==> src/rtl/fs_accel_pkg.sv <==
// Shared definitions for the accelerator weight-load path: controller states,
// the demux park select and the kernel geometry.
package fs_accel_pkg;

    typedef enum logic [2:0] {
        IDLE   = 3'd0,
        REQ    = 3'd1,
        WR     = 3'd2,
        KVALID = 3'd3,
        DONE   = 3'd4
    } state_t;

    localparam logic [1:0] WSEL_PARK       = 2'd3;
    localparam int         ROWS_PER_KERNEL = 3;

endpackage

==> src/rtl/fs_accel_wload_ctrl.sv <==
// Weight-load controller: fetches 3x3 kernels one row per memory word, steers
// each row through the weight demux into the PE bank, then hands the kernel over.
module fs_accel_wload_ctrl
    import fs_accel_pkg::*;
#(
    parameter int ADDR_W = 16,
    parameter int KCNT_W = 8
) (
    input  logic              i_clk,
    input  logic              i_rst,
    input  logic              i_start,
    input  logic [ADDR_W-1:0] i_cfg_base_addr,
    input  logic [KCNT_W-1:0] i_cfg_num_kernels,
    output logic              o_busy,
    output logic              o_done,
    output logic              o_mem_req,
    output logic [ADDR_W-1:0] o_mem_addr,
    input  logic              i_mem_ack,
    input  logic [23:0]       i_mem_rdata,
    output logic [7:0]        o_wdemux_di_0,
    output logic [7:0]        o_wdemux_di_1,
    output logic [7:0]        o_wdemux_di_2,
    output logic [1:0]        o_wdemux_sel,
    output logic              o_wreg_we,
    output logic              o_kernel_valid,
    input  logic              i_kernel_ack,
    output logic [2:0]        o_dbg_state
);

    // Handshakes: mem_req/mem_addr are held until a one-cycle mem_ack is seen in
    // REQ; kernel_valid is held until kernel_ack is seen in KVALID. Acks arriving
    // in any other state are ignored.

    localparam logic [1:0] LAST_ROW = 2'(ROWS_PER_KERNEL - 1);

    state_t            r_state;
    logic              r_busy;
    logic              r_done;
    logic              r_mem_req;
    logic [ADDR_W-1:0] r_mem_addr;
    logic [23:0]       r_row_data;
    logic [1:0]        r_sel;
    logic              r_we;
    logic              r_kvalid;
    logic [1:0]        r_row;
    logic [KCNT_W-1:0] r_kcnt;
    logic [KCNT_W-1:0] r_num;

    state_t            w_state;
    logic              w_busy;
    logic              w_done;
    logic              w_mem_req;
    logic [ADDR_W-1:0] w_mem_addr;
    logic [23:0]       w_row_data;
    logic [1:0]        w_sel;
    logic              w_we;
    logic              w_kvalid;
    logic [1:0]        w_row;
    logic [KCNT_W-1:0] w_kcnt;
    logic [KCNT_W-1:0] w_num;

    always_comb begin
        w_state    = r_state;
        w_busy     = r_busy;
        w_done     = 1'b0;
        w_mem_req  = r_mem_req;
        w_mem_addr = r_mem_addr;
        w_row_data = r_row_data;
        w_sel      = WSEL_PARK;
        w_we       = 1'b0;
        w_kvalid   = r_kvalid;
        w_row      = r_row;
        w_kcnt     = r_kcnt;
        w_num      = r_num;

        case (r_state)
            IDLE: begin
                if (i_start) begin
                    w_busy = 1'b1;
                    w_row  = 2'd0;
                    w_kcnt = '0;
                    w_num  = i_cfg_num_kernels;
                    if (i_cfg_num_kernels != '0) begin
                        w_mem_addr = i_cfg_base_addr;
                        w_mem_req  = 1'b1;
                        w_state    = REQ;
                    end else begin
                        w_done  = 1'b1;
                        w_state = DONE;
                    end
                end
            end
            REQ: begin
                if (i_mem_ack) begin
                    w_row_data = i_mem_rdata;
                    w_sel      = r_row;
                    w_we       = 1'b1;
                    w_mem_req  = 1'b0;
                    w_state    = WR;
                end
            end
            WR: begin
                // The address advances after every row, so kernels stay contiguous.
                w_mem_addr = r_mem_addr + ADDR_W'(1);
                if (r_row == LAST_ROW) begin
                    w_row    = 2'd0;
                    w_kvalid = 1'b1;
                    w_state  = KVALID;
                end else begin
                    w_row     = r_row + 2'd1;
                    w_mem_req = 1'b1;
                    w_state   = REQ;
                end
            end
            KVALID: begin
                if (i_kernel_ack) begin
                    w_kvalid = 1'b0;
                    if (r_kcnt == r_num - KCNT_W'(1)) begin
                        w_done  = 1'b1;
                        w_state = DONE;
                    end else begin
                        w_kcnt    = r_kcnt + KCNT_W'(1);
                        w_mem_req = 1'b1;
                        w_state   = REQ;
                    end
                end
            end
            DONE: begin
                w_busy  = 1'b0;
                w_kcnt  = '0;
                w_state = IDLE;
            end
            default: begin
                w_state = IDLE;
            end
        endcase
    end

    always_ff @(posedge i_clk) begin
        if (i_rst) begin
            r_state    <= IDLE;
            r_busy     <= 1'b0;
            r_done     <= 1'b0;
            r_mem_req  <= 1'b0;
            r_mem_addr <= '0;
            r_row_data <= '0;
            r_sel      <= WSEL_PARK;
            r_we       <= 1'b0;
            r_kvalid   <= 1'b0;
            r_row      <= 2'd0;
            r_kcnt     <= '0;
            r_num      <= '0;
        end else begin
            r_state    <= w_state;
            r_busy     <= w_busy;
            r_done     <= w_done;
            r_mem_req  <= w_mem_req;
            r_mem_addr <= w_mem_addr;
            r_row_data <= w_row_data;
            r_sel      <= w_sel;
            r_we       <= w_we;
            r_kvalid   <= w_kvalid;
            r_row      <= w_row;
            r_kcnt     <= w_kcnt;
            r_num      <= w_num;
        end
    end

    assign o_busy         = r_busy;
    assign o_done         = r_done;
    assign o_mem_req      = r_mem_req;
    assign o_mem_addr     = r_mem_addr;
    assign o_wdemux_di_0  = r_row_data[7:0];
    assign o_wdemux_di_1  = r_row_data[15:8];
    assign o_wdemux_di_2  = r_row_data[23:16];
    assign o_wdemux_sel   = r_sel;
    assign o_wreg_we      = r_we;
    assign o_kernel_valid = r_kvalid;
    assign o_dbg_state    = r_state;

endmodule

==> config.mk <==
export PLATFORM = sky130hd
export DESIGN_NAME = fs_accel_wload_ctrl
export DESIGN_NICKNAME = d
export VERILOG_FILES = /design/src/rtl/fs_accel_pkg.sv /design/src/rtl/fs_accel_wload_ctrl.sv
export SDC_FILE = /design/constraint.sdc
export NUM_CORES = 1
export LEC_CHECK = 0
export ABC_AREA = 1
export CORE_MARGIN = 8
export CORE_UTILIZATION = 47
export CTS_CLUSTER_SIZE = 8
export DETAILED_ROUTE_END_ITERATION = 8
export PLACE_DENSITY = 0.91
export SLEW_MARGIN = 20
export SYNTH_ARGS = -nofsm -noshare
export SYNTH_HDL_FRONTEND = slang
export SYNTH_SLANG_ARGS = --single-unit
==> constraint.sdc <==
create_clock -name i_clk -period 2 [get_ports i_clk]
set_input_delay 0.5 -clock i_clk [delete_from_list [all_inputs] [get_ports i_clk]]
set_output_delay 0.5 -clock i_clk [all_outputs]
set_load 0.02 [all_outputs]
Word-level counts from Yosys, hierarchy flattened
Cells that the tools add are included.
{ "word_totals": {"reg_bits": 68, "latch_bits": 0, "ramBits": 0, "romBits": 0, "output_inout_bits": 50, "word_cells": 84, "memories": 0} }
{ "op_classes": {"add_sub_neg": 4, "n_mul": 0, "n_div": 0, "n_lt_le_gt_ge": 0, "eq_ne": 13, "n_shift": 0, "muxes": 35, "bitwise_logic": 2, "reduce_logical": 18} }
{ "op_table": {"columns": ["cell", "count"], "rows": [
  ["$mux 16", 2],
  ["$pmux 16 s2", 1],
  ["$mux 8", 3],
  ["$pmux 8 s3", 1],
  ["$add 16x1->16 const B", 1],
  ["$mux 3", 5],
  ["$mux 1", 14],
  ["$ne 2x2->1 const B", 7],
  ["$pmux 3 s4", 1],
  ["$reduce_and 3->1", 3],
  ["$add 8x1->8 const B", 1],
  ["$eq 8x8->1", 1],
  ["$reduce_and 2->1", 4],
  ["$reduce_bool 8->1", 1],
  ["$sub 8x1->8 const B", 1],
  ["$reduce_and 7->1", 1],
  ["$eq 3x2->1 const B", 2],
  ["$mux 2", 3],
  ["$pmux 1 s2", 3],
  ["$reduce_bool 2->1", 3],
  ["$pmux 1 s4", 1],
  ["$pmux 2 s2", 1],
  ["$reduce_and 4->1", 1],
  ["$reduce_bool 4->1", 1],
  ["9 further kinds", 10]
]} }

Logic depth before layout (Yosys ltp)
{ "logic_depth": {"depth_word": 5, "ltp_mapped": 15, "mapped_depth_nobuf": 15} }

Worst setup path before layout
OpenSTA, ideal clock, no wires.
{ "synth_path": {"path_type": "reg-to-reg", "from": "register r_mem_addr[0] (netlist: o_mem_addr[0])", "to": "register r_mem_addr[12] (netlist: o_mem_addr[12])", "arrival_time_ps": 1655, "required_time_ps": 1865, "slack_ps": 210, "path_stages_with_launch": 13, "n_path_buf": 0, "cell_sequence": "dfxtp_1 ha_1 nand2_1 nor2_1 nand2_1 nor2_1 nand3_1 nor2_1 nand2_1 a21oi_1 o21ai_0 nand2_1 a21oi_1"} }
{ "synth_between": {"elab_chain_cells": 2} }
{ "synth_rtl": {"columns": ["element", "line", "text"], "rows": [
  ["start: declaration", "fs_accel_wload_ctrl.sv:40", "logic [ADDR_W-1:0] r_mem_addr;"],
  ["start signal: assignment", "fs_accel_wload_ctrl.sv:158", "r_mem_addr <= w_mem_addr;"],
  ["$add 16x1->16", "fs_accel_wload_ctrl.sv:104", "w_mem_addr = r_mem_addr + ADDR_W'(1);"],
  ["$pmux 16 s2", "fs_accel_wload_ctrl.sv:76", "case (r_state)"]
]} }
No other way between the ends.
A chain may end at the register's enable or synchronous reset.

Worst setup path after layout
{ "layout_path": {"from": "register r_mem_addr[8] (netlist: o_mem_addr[8])", "to": "output port o_mem_addr[8]"} }
{ "layout_lines": {"columns": ["element", "line", "text"], "rows": [
  ["end: declaration", "fs_accel_wload_ctrl.sv:17", "output logic [ADDR_W-1:0] o_mem_addr,"]
]} }
No word-level cell between the ends.

==> results.cfg <==
[status]
outcome = finished clean

[cells_and_area]
area_delta_synth_final_pct = 42.66
fill_cells = 575
nets = 665
fin_util = 0.6858
num_antenna_cells = 0
drive_above_1_share = 0.1221
fin_cells = 713

[clocking]
clock_path_buffers = 2
clock-sinks = 68
cts_tree = done
numCtsBuffers = 9
cts_max_level = 3
cts_hold_buf = 0
cts_root_buffer = clkbuf_8
worstSkewPairLatency_ns = 0.36
clk_pin_slew_ns = 0.08

[pwr]
power_density_nw_per_um2 = 774.9
peakVddDrop_uv = 517.4
p_leak_nw = 2.014

[synth]
synth_top_area_share = 0.3946
yosysTopAreaCell = dfxtp_1
syn_inst = 491
async_flop_share = 0
synth_edf_count = 0
ys_ff_latch = 68
ys_top_cells_by_area = dfxtp_1, nand2_1, nor2_1
ys_seq_area_frac = 0.3946
synthFlopType = dfxtp_1
yosysWarnings = 0
syn-num-nets = 547
ys_types = 40
syn_area_per_cell_sq_um = 7.026
syn_area_sq_um = 3450

[global_route]
grt_pass1_wl_microns = 17190
groute.usage.overall = 0.2092
grt_max_degree = 27
grt_pass1_vias = 3672
overflow = 0
antenna_found_initial = 0

[placed_design]
io_buffers = 102
post-dp-hpwl_microns = 7810
dp_cells = 696
gp_congestion = 0.8616

[worst_setup_path]
crit_path_start_kind = register
cp.required_ns = 1.50
path_cells = clkdlybuf4s50_1
path_class = reg2out
cp_num_buf_inv = 1
cp-end-kind = output port
cp_max_fo = 5
crit_arrival_ns = 1.46
path_delay_family = buffers and inverters
cp_slowest_cell = clkdlybuf4s50_1
slowest_delay_ns = 0.66

[floorplanning]
start_util = 0.4807
fp.coreArea_sq_um = 7176
io_pins = 103
die_x_microns = 101.7
rows = 31
die-area_sq_um = 10340
fp.dieH_microns = 101.7

[sta]
layout_min_cycle_time_ns = 1.960
finalSetupTns_ns = 0
final_hold_viol_count = 0
slew_headroom = 0.7365
slew_viol_final = 0
setup_viol = 0
rsz0062_at_grt = yes
fmax_mhz = 510.3
timing.final.crit_share = 0.9799
finClkSkew_ns = 0.01325
worst_pin_slew_ns = 0.3927

[drt]
num_vias = 3714
drtPass1Iterations = 5
wl_per_cell_microns = 14.67
routed_wl_microns = 10460
antenna_left = 0
vias_per_cell = 5.209
route.detailed.drc = 0
dr.first_iter.drc_count = 259

[flow_run]
max_cap_viol_count = 0

[worst_hold_path]
hold_path_class = reg2reg
==> Yosys cell counts, drive strengths merged, types with 4 or more instances <==
master / instances
inv: 43
nor3: 12
a211oi: 4
nor4: 4
a31oi: 6
nand3: 22
dfxtp: 68
o211ai: 7
xor2: 6
nand2: 97
nor2: 87
buf: 9
clkbuf: 10
a21oi: 33
nand4: 10
o21ai: 51
==> path summary, 6_finish.rpt <==
check                           depth (start not counted)           from  slack, ns        endpoint
worst max-delay path                                    1  o_mem_addr[8]       0.04   o_mem_addr[8]
worst min register to register                          2      o_mem_req       0.47       o_mem_req
worst min-delay path                                    2      o_mem_req       0.47       o_mem_req
worst max register to register                         11       r_num[0]       0.14  o_dbg_state[2]
==> final cells by class <==
type	count	area (sq um)	share of cell area
inverters	45	168.9	0.03432
multi-input cells	359	1836	0.3730
clock buffers	10	127.6	0.02593
flip-flops and latches	68	1364	0.2771
clock inverters	6	72.57	0.01475
repair buffers	126	1229	0.2497
well taps	99	123.9	0.02517
==> placed cells by master (no fill, tap or decap), types with 3 or more instances in the layout <==
cell type and count:
inv_1 34, xor2_1 6, buf_4 22, xnor2_1 3, inv_2 9, nand4_1 10, o21a_1 3, clkdlybuf4s50_1 98
o211ai_1 7, o21ai_1 4, nand3b_1 3, a211oi_1 4, a21oi_1 32, dfxtp_1 66, nand3_1 20, nor2_1 76
o21ai_0 47, clkbuf_8 9, nor4_1 4, a31oi_1 6, nand2_2 3, nor3_2 3, nand2_1 93, nor3_1 8
nor2_2 8
==> cell families after synthesis <==
kind of cell / after synthesis / synth area share
xor gates and xnor gates: 9 / 0.02285
buffers and inverters: 64 / 0.07835
DFF: 68 / 0.3946
and+or+nand+nor: 239 / 0.3174
adders and majority gates: 3 / 0.01088
AOI/OAI and AO/OA: 108 / 0.1759
==> repair_timing <==
| item | in CTS | in global routing |
|---|---|---|
| gates resized for setup | 2 | 9 |
| setup buffers | 0 | 1 |
| endpoints found under the setup margin | 2 | 16 |
==> state kept, by name (all words and copies together), names as in the netlist <==
signal          count
o_kernel_valid      1
r_row               2
r_kcnt              8
o_wreg_we           1
o_dbg_state         3
o_wdemux_sel        2
o_busy              1
r_row_data         24
r_num               8
o_done              1
o_mem_req           1
o_mem_addr         16
==> power breakdown <==
part | total (mW) | internal (mW) | switching [mW]
sequential | 1.59 | 1.47 | 0.111
clock | 1.16 | 0.589 | 0.568
combinational | 1.07 | 0.490 | 0.581
==> per-stage QoR <==
stage	total power, mW	setup WS (ns)	hold WS [ns]	area (sq um)
after floorplan	2.197	0.2098	0.4398	3450
after global placement	2.634	-0.005575	0.4510	4691
after detailed placement	2.672	-0.1410	0.4551	4691
after CTS	3.814	0.01284	0.4744	4888
after global routing	4.005	-0.03372	0.4923	4921
final	3.813	0.04026	0.4727	4921
==> per-layer routing <==
layer / up-vias / track usage / part of all wire
li1: 1860 / - / -
met1: 1698 / 0.2195 / 0.40
met3: 16 / 0.1052 / 0.10
met4: 0 / 0.07102 / 0.015
met5: - / 0 / 0
met2: 140 / 0.3541 / 0.48
No activity file was read; power rests on OpenSTA's default activity.
